$ cat config.mk
export PLATFORM = sky130hd
export DESIGN_NAME = uart_tx_arbiter
export DESIGN_NICKNAME = d
export VERILOG_FILES = /design/src/rtl/uart_tx_arbiter.sv
export SDC_FILE = /design/constraint.sdc
export NUM_CORES = 1
export LEC_CHECK = 0
export BUFFER_PORTS_ARGS = -buffer_cell sky130_fd_sc_hd__buf_2
export CAP_MARGIN = 30
export CORE_MARGIN = 5
export CORE_UTILIZATION = 47
export CTS_BUF_LIST = sky130_fd_sc_hd__clkbuf_4
export CTS_CLUSTER_DIAMETER = 120
export CTS_CLUSTER_SIZE = 40
export DETAILED_ROUTE_END_ITERATION = 8
export PLACE_DENSITY = 0.8
export SETUP_SLACK_MARGIN = 0.02
export SLEW_MARGIN = 20
export SYNTH_ARGS = -nofsm -noshare
export SYNTH_HDL_FRONTEND = slang
export SYNTH_SLANG_ARGS = --single-unit
$ cat constraint.sdc
create_clock -name clk -period 2.65 [get_ports clk]
set_input_delay 0.6625 -clock clk [delete_from_list [all_inputs] [get_ports clk]]
set_output_delay 0.6625 -clock clk [all_outputs]
set_load 0.03 [all_outputs]
$ cat src/rtl/uart_tx_arbiter.sv
// Round-robin arbiter granting one of four byte streams packet-atomic access to a UART transmitter.
// Latency: request in IDLE -> grant next cycle -> tx_wr/ack the cycle after (2 cycles); peak 1 byte / 2 cycles.
// Backpressure: tx_busy stalls acceptance in READY; an owner idling TIMEOUT READY cycles is forcibly released.
module uart_tx_arbiter #(
    parameter int unsigned TIMEOUT = 1024
) (
    input  logic        clk,
    input  logic        rst,
    input  logic [3:0]  req,
    input  logic [31:0] data,
    input  logic [3:0]  last,
    output logic [3:0]  ack,
    output logic [3:0]  grant,
    output logic [7:0]  tx_data,
    output logic        tx_wr,
    input  logic        tx_busy,
    output logic        timeout_err
);

    typedef enum logic [1:0] {
        IDLE  = 2'd0,
        READY = 2'd1,
        XMIT  = 2'd2
    } state_t;

    // Counter value seen on the last idle READY cycle before a forced release.
    // The counter is 16 bits wide, so TIMEOUT is expected to fit in 16 bits.
    localparam logic [15:0] TO_LAST = 16'(TIMEOUT - 1);

    state_t      state_q;
    logic [3:0]  grant_q;
    logic [1:0]  idx_q;       // binary index of the current owner
    logic [1:0]  ptr_q;       // index of the last released owner
    logic [15:0] cnt_q;       // saturating count of idle READY cycles
    logic        last_q;      // end-of-packet flag captured with the accepted byte
    logic [3:0]  ack_q;
    logic [7:0]  tx_data_q;
    logic        tx_wr_q;
    logic        to_q;

    logic [1:0]  rr_idx_d;
    logic        rr_hit_d;
    logic        own_req_d;
    logic        own_last_d;
    logic [7:0]  own_dat_d;

    // Current owner's request lane; only meaningful while a grant is held.
    assign own_req_d  = req[idx_q];
    assign own_last_d = last[idx_q];
    assign own_dat_d  = data[{idx_q, 3'b000} +: 8];

    // Round-robin winner: first requester found scanning ptr+1, ptr+2, ptr+3, ptr.
    always_comb begin
        rr_hit_d = 1'b0;
        rr_idx_d = 2'd0;
        for (int k = 1; k <= 4; k++) begin
            if (!rr_hit_d && req[ptr_q + 2'(k)]) begin
                rr_hit_d = 1'b1;
                rr_idx_d = ptr_q + 2'(k);
            end
        end
    end

    // Arbitration FSM; every output is a register so the UART sees clean strobes.
    always_ff @(posedge clk or posedge rst) begin
        if (rst) begin
            state_q   <= IDLE;
            grant_q   <= 4'b0000;
            idx_q     <= 2'd0;
            ptr_q     <= 2'd3;
            cnt_q     <= 16'd0;
            last_q    <= 1'b0;
            ack_q     <= 4'b0000;
            tx_data_q <= 8'd0;
            tx_wr_q   <= 1'b0;
            to_q      <= 1'b0;
        end else begin
            // Strobes are single-cycle unless re-armed below.
            ack_q   <= 4'b0000;
            tx_wr_q <= 1'b0;
            to_q    <= 1'b0;
            case (state_q)
                IDLE: begin
                    grant_q <= 4'b0000;
                    if (rr_hit_d) begin
                        grant_q <= 4'b0001 << rr_idx_d;
                        idx_q   <= rr_idx_d;
                        cnt_q   <= 16'd0;
                        state_q <= READY;
                    end
                end
                READY: begin
                    if (own_req_d) begin
                        // A busy UART holds the byte without aging the owner.
                        if (!tx_busy) begin
                            tx_data_q <= own_dat_d;
                            tx_wr_q   <= 1'b1;
                            ack_q     <= grant_q;
                            last_q    <= own_last_d;
                            cnt_q     <= 16'd0;
                            state_q   <= XMIT;
                        end
                    end else if ((TIMEOUT != 0) && (cnt_q == TO_LAST)) begin
                        // Owner went quiet mid-packet: hand the channel back.
                        to_q    <= 1'b1;
                        ptr_q   <= idx_q;
                        grant_q <= 4'b0000;
                        state_q <= IDLE;
                    end else if (cnt_q != 16'hFFFF) begin
                        cnt_q <= cnt_q + 16'd1;
                    end
                end
                XMIT: begin
                    if (last_q) begin
                        ptr_q   <= idx_q;
                        grant_q <= 4'b0000;
                        state_q <= IDLE;
                    end else begin
                        state_q <= READY;
                    end
                end
                default: begin
                    grant_q <= 4'b0000;
                    state_q <= IDLE;
                end
            endcase
        end
    end

    assign ack         = ack_q;
    assign grant       = grant_q;
    assign tx_data     = tx_data_q;
    assign tx_wr       = tx_wr_q;
    assign timeout_err = to_q;

    // Structural invariants: at most one owner, and every write acknowledges exactly its owner.
    a_grant_onehot: assert property (@(posedge clk) disable iff (rst) $onehot0(grant_q));
    a_wr_has_ack:   assert property (@(posedge clk) disable iff (rst) tx_wr_q == (ack_q != 4'b0000));

endmodule

* Word-level counts from Yosys, hierarchy flattened
Index checks and enable logic that the tools add are counted.
** Operators by class
- Mux-type cells :: 50
- Shift-type cells :: 2
- Eq/ne operators :: 12
- Reductions and logical operators :: 15
- $lt $le $gt $ge :: 5
- Bitwise gates (word level) :: 1
- Add/subtract/negate cells :: 4
** Operators with widths (number)
- $mux W16 :: 5
- $pmux W16 S2 :: 1
- $shiftx A32 B6 Y8 :: 1
- $mux W4 :: 7
- $mux W2 :: 11
- $mux W1 :: 17
- $add A16 B1 Y16 const B :: 1
- $eq A16 B10 Y1 const B :: 1
- $ne A16 B16 Y1 const B :: 1
- $lt A2 B3 Y1 const B :: 5
- $bmux W1 S2 :: 6
- $ne A3 B3 Y1 const B :: 4
- $pmux W4 S3 :: 1
- $reduce_and A3 Y1 :: 3
- $ne A2 B2 Y1 const B :: 4
- $pmux W2 S3 :: 1
- $reduce_and A5 Y1 :: 1
- $add A2 B2 Y2 const B :: 2
- $pmux W2 S2 :: 1
- $reduce_and A4 Y1 :: 1
- $reduce_bool A2 Y1 :: 2
- $shl A1 B2 Y4 const A :: 1
- $logic_and A1 B1 Y1 :: 3
- $logic_not A1 Y1 :: 3
- other kinds (6) :: 6
** Word-level totals
- Bits of input ports :: 43
- Register bits :: 41
- Logic and storage cells :: 99

* Depth between registers and ports, before layout
- Depth after elaboration :: 16
- Depth in mapped cells :: 8
- Depth with buffers taken out :: 6

* Least setup slack after synthesis
No wires, ideal clock.
- Kind :: input port to flip-flop
- Start point :: input req[3]
- End point :: register cnt_q[0]
- Required time :: 2.521 ns
- Slack :: 0.602 ns
- Data arrival time :: 1.919 ns
- Stages on the path :: 5
- Path buffers :: 1
- Cell sequence :: mux4_2 -> a311o_1 -> buf_2 -> a21oi_1 -> mux2i_1
** On the way
- Cells in the longest elaborated chain, start to end :: 14
** Ends and longest elaborated chain
- start, declared :: line 9 : input logic [3:0] req,
- $bmux W1 S2 :: line 57 : if (!rr_hit_d && req[ptr_q + 2'(k)]) begin
- $mux W1 (not written as such) :: line 57
- $mux W1 :: line 57
- $logic_not A1 Y1 :: line 57
- $logic_and A1 B1 Y1 :: line 57
- $mux W1 :: line 57
- $logic_not A1 Y1 :: line 57
- $logic_and A1 B1 Y1 :: line 57
- $mux W1 :: line 57
- $logic_not A1 Y1 :: line 57
- $logic_and A1 B1 Y1 :: line 57
- $mux W1 :: line 57
- $ne A2 B2 Y1 (no source line)
- $reduce_and A5 Y1 (no source line)
- end signal, assigned :: line 110 : cnt_q <= cnt_q + 16'd1;
- end, declared :: line 34 : logic [15:0] cnt_q;
Several ways; a longest one is shown, not always the timed one. The select of a mux whose other input is x is not followed.
A chain may end at the register's enable or synchronous reset.

* Worst setup path after layout
- Start point :: register idx_q[1]
- End point :: register cnt_q[0]
** On the way
- Cells in the longest elaborated chain, start to end :: 4
** Ends and longest elaborated chain
- start, declared :: line 32 : logic [1:0] idx_q;
- start signal, assigned :: line 87 : idx_q <= rr_idx_d;
- $bmux W1 S2 * :: line 48 : assign own_req_d = req[idx_q];
- $mux W1 (not written as such) * :: line 48
- $ne A3 B3 Y1 (no source line) or $mux W16 (tied branches)
- $reduce_and A5 Y1 (no source line) or $pmux W16 S2 (tied branches)
Every way passes the cells marked *; elsewhere a longest branch is shown, timed or not. The select of a mux whose other input is x is not followed.

==> parameters.txt <==
Parameter                              Value

Clock tree
  Post-CTS Resized ... 0
  Number of levels the H-tree was split into ... 2
  Clock tree from TritonCTS ... yes
  TritonCTS sink count ... 41
  Clock root buffer master ... sky130_fd_sc_hd__clkbuf_4
  Worst-Skew Late Latency ... between 0.3 and 0.4 ns
  Maximum number of buffers from clock root to sink ... 2
  CTS hold repair buffers ... 0
  Post-CTS Setup Repair Bufs ... 0
  Total clock buffers created by CTS ... 5
  Clock transition at path regs ... approximately 0.12 ns

Yosys
  Dominant cell type by area after synthesis ... sky130_fd_sc_hd__dfrtp_1
  Post-synth design cell area ... around 0.0023 mm2
  Total of flip-flops plus latches after synthesis ... just over 40
  Top cell types by occurrence after synthesis ... sky130_fd_sc_hd__nand2_1, sky130_fd_sc_hd__dfrtp_1, sky130_fd_sc_hd__o21ai_1
  Post-synth ARST share ... 1.000
  Number of flops mapped to enable cells by yosys ... 0
  Cell types occupying the most area after synthesis ... sky130_fd_sc_hd__dfrtp_1, sky130_fd_sc_hd__mux4_2, sky130_fd_sc_hd__nand2_1, sky130_fd_sc_hd__o21ai_1, sky130_fd_sc_hd__dfstp_2
  YS warnings ... 0
  Avg Cell Area, Syn ... just over 10 um2
  Share of Yosys cell area claimed by the top area cell type ... 0.4317
  Synth Net Count ... between 200 and 300
  Register area share after synthesis ... 0.4549
  Synth Flop Type ... sky130_fd_sc_hd__dfrtp_1
  Syn Inst Count ... about 220
  Most frequently used cell type in the post-synthesis netlist ... sky130_fd_sc_hd__nand2_1
  Library cells used by synthesis ... 48

Power and ir drop
  Leak pwr ... ~0.0013 uW
  Fraction of power consumed by sequential logic ... 0.381
  Fraction of power spent switching nets ... 0.4098
  Design internal power ... roughly 1500 uW
  Post-layout power ... about 2500 uW
  Proportion of power drawn by the clock network ... 0.163
  Gate power share ... 0.456
  Peak supply drop ... 0.0006460 V
  Sw power ... ~1000 uW
  Power Dens Cells ... ~920 mW/mm2

Worst setup path
  Worst Path Required ... approximately 2.9 ns
  Category of the worst setup path launch point ... flip-flop
  Signal arrival time at the worst endpoint ... 2.28 ns
  Number of buffers and inverters on the critical path ... 0
  Reg2reg start ... idx_q[1]$_DFFE_PP0P_
  Cell Chain, Critical Path ... mux4_2, a311o_1, a21oi_1, mux2i_1
  Worst path slowest cell ... sky130_fd_sc_hd__dfrtp_1
  Register-to-register path setup slack ... about 0.6 ns
  Crit-path max cell delay ... approximately 0.63 ns
  Type of the worst setup path ... flip-flop to flip-flop
  Nature of the critical path endpoint ... flip-flop
  Origin of the worst setup path ... idx_q[1]$_DFFE_PP0P_
  Depth of the worst register-to-register path ... 4
  Terminus of the critical flop-to-flop path ... cnt_q[0]$_DFFE_PP0P_
  Cell family with most CP delay ... compound AO/OA/AOI/OAI gates
  Maximum fanout along the worst path ... 12

Timing
  Slew @ Worst Pin ... between 0.5 and 0.6 ns
  Number of hold violations in the final report ... 0
  Portion of the clock cycle consumed by the worst path in the final layout ... 0.7754
  Final Critical Period ... roughly 2.1 ns
  Setup violation total in the final timing report ... 0
  Max Freq ... just under 500 MHz
  Final count of pins violating max slew ... 0
  Worst-case headroom to the max-slew limit ... 0.6301
  Clock Skews ... just under 0.02 ns
  Setup repair after global routing missed its margin ... no
  Setup TNS ... 0 ns

Global route
  Global-route wire length before repair ... 8825 um
  Via count of the first global-routing pass ... a little under 2000
  Maximum number of pins on one net before global-route repair ... between 40 and 50
  Initial antenna violation count ... 0
  Overall Global Routing Usage ... 0.1750
  Gr ovfl total ... 0

Final layout
  NumNets Final ... 327
  Core utilization of the finished layout ... 0.5747
  Filler cell count ... 423
  Final antenna diode count ... 0
  Synthesis-to-finish area growth ... 19.26%
  Ratio of cells with drive above 1 in the final layout ... 0.3204

Detailed routing
  Routed via count divided by cell count ... just under 6
  Total number of vias ... around 2000
  Number of nets with antenna violations after detailed routing ... 0
  DRC violations left ... 0
  Post-Route WL ... 5075 um
  DRT Pass-1 Iters ... 4
  Violation count after the first detailed-routing iteration ... ~160
  Avg WL per Cell ... approximately 15 um

Place
  Routability congestion estimate from global placement ... 0.8327
  I/O Buffers ... 60
  Placed wire-length estimate after detailed placement ... around 3800 um

Min path
  Tightest Hold Check Type ... input port to asynchronous set/reset pin

Die
  Io pins ... just over 60
  Area enclosed by the die boundary ... around 0.0063 mm2
  Height of the chip ... 79.36 um
  Width of the chip ... roughly 79 um
  Initial Utilization ... 0.4819
  Placeable core region ... about 0.0047 mm2
  Total number of placement rows ... 25

Job
  Max cap viols ... 0

Outcome
  Run status ... finished, final reports clean
==> registers in the layout, indices dropped and copies added, names as in the netlist <==
signal and cells:
cnt_q 16, tx_data 8, ack 4, grant 4
idx_q 2, ptr_q 2, state_q 2, last_q 1
timeout_err 1, tx_wr 1
==> metal layers <==
metal | part of all wire | global-route usage
met4 | 0.013 | 0.06357
met5 | 0 | 0
met3 | 0.071 | 0.04308
met1 | 0.43 | 0.2314
met2 | 0.48 | 0.2795
==> per-stage QoR <==
stage	area [um2]	hold WS (ns)	std cells	worst slack [ns]
floorplan	2261	0.4610	222	0.6019
global placement	2618	0.4535	330	0.3721
detailed placement	2618	0.4575	330	0.3215
CTS	2696	0.4226	338	0.5717
global route	2696	0.4531	338	0.3937
finish	2696	0.4156	338	0.5953
==> cells by family after synthesis <==
logic type      after synthesis  synth area share
buf+inv                      17           0.03154
compound gates               52            0.1705
mux                          14            0.1190
fa+ha+maj                     1          0.005533
flops                        41            0.4549
simple gates                 97            0.2186
==> layout make-up <==
cell class,instances,area [um2],area share
sequential,41,1028,0.3814
tap,54,67.56,0.02506
clock inverter,2,33.78,0.01253
clock buffer,6,45.04,0.01671
inverter,6,22.52,0.008353
multi-input combinational,164,1161,0.4306
timing repair buffer,65,337.8,0.1253
==> power groups by stage <==
stage	Combinational, uW	Sequential, uW	Clock (uW)
3_3_place_gp	1110	950	0
3_5_place_dp	1130	956	0
5_1_grt	1240	976	442
2_1_floorplan	703	1090	0
6_report	1130	946	405
4_1_cts	1140	946	415
==> cell usage in the layout (no fill, tap or decap), drive strengths merged, types with 8 or more instances in the layout <==
cell	instances
nor2	9
a31oi	8
nand3	10
buf	65
dfrtp	39
o21ai	13
nand2	41
mux4	10
==> worst max-delay path by stage <==
stage,endpoint,slack (ns),cells past startpoint
floorplan,cnt_q[0]$_DFFE_PP0P_,0.60,5
finish,cnt_q[0]$_DFFE_PP0P_,0.60,4
detailed placement,cnt_q[0]$_DFFE_PP0P_,0.32,5
CTS,cnt_q[0]$_DFFE_PP0P_,0.57,4
global route,cnt_q[0]$_DFFE_PP0P_,0.39,6
global placement,cnt_q[0]$_DFFE_PP0P_,0.37,5
==> worst register-to-register path, stage by stage (launching register included) <==
cell	delay [ns]
sky130_fd_sc_hd__dfrtp_1	0.63
sky130_fd_sc_hd__mux4_2	0.45
sky130_fd_sc_hd__a311o_1	0.53
sky130_fd_sc_hd__a21oi_1	0.23
sky130_fd_sc_hd__mux2i_1	0.10
(Power assumes the default switching activity.)
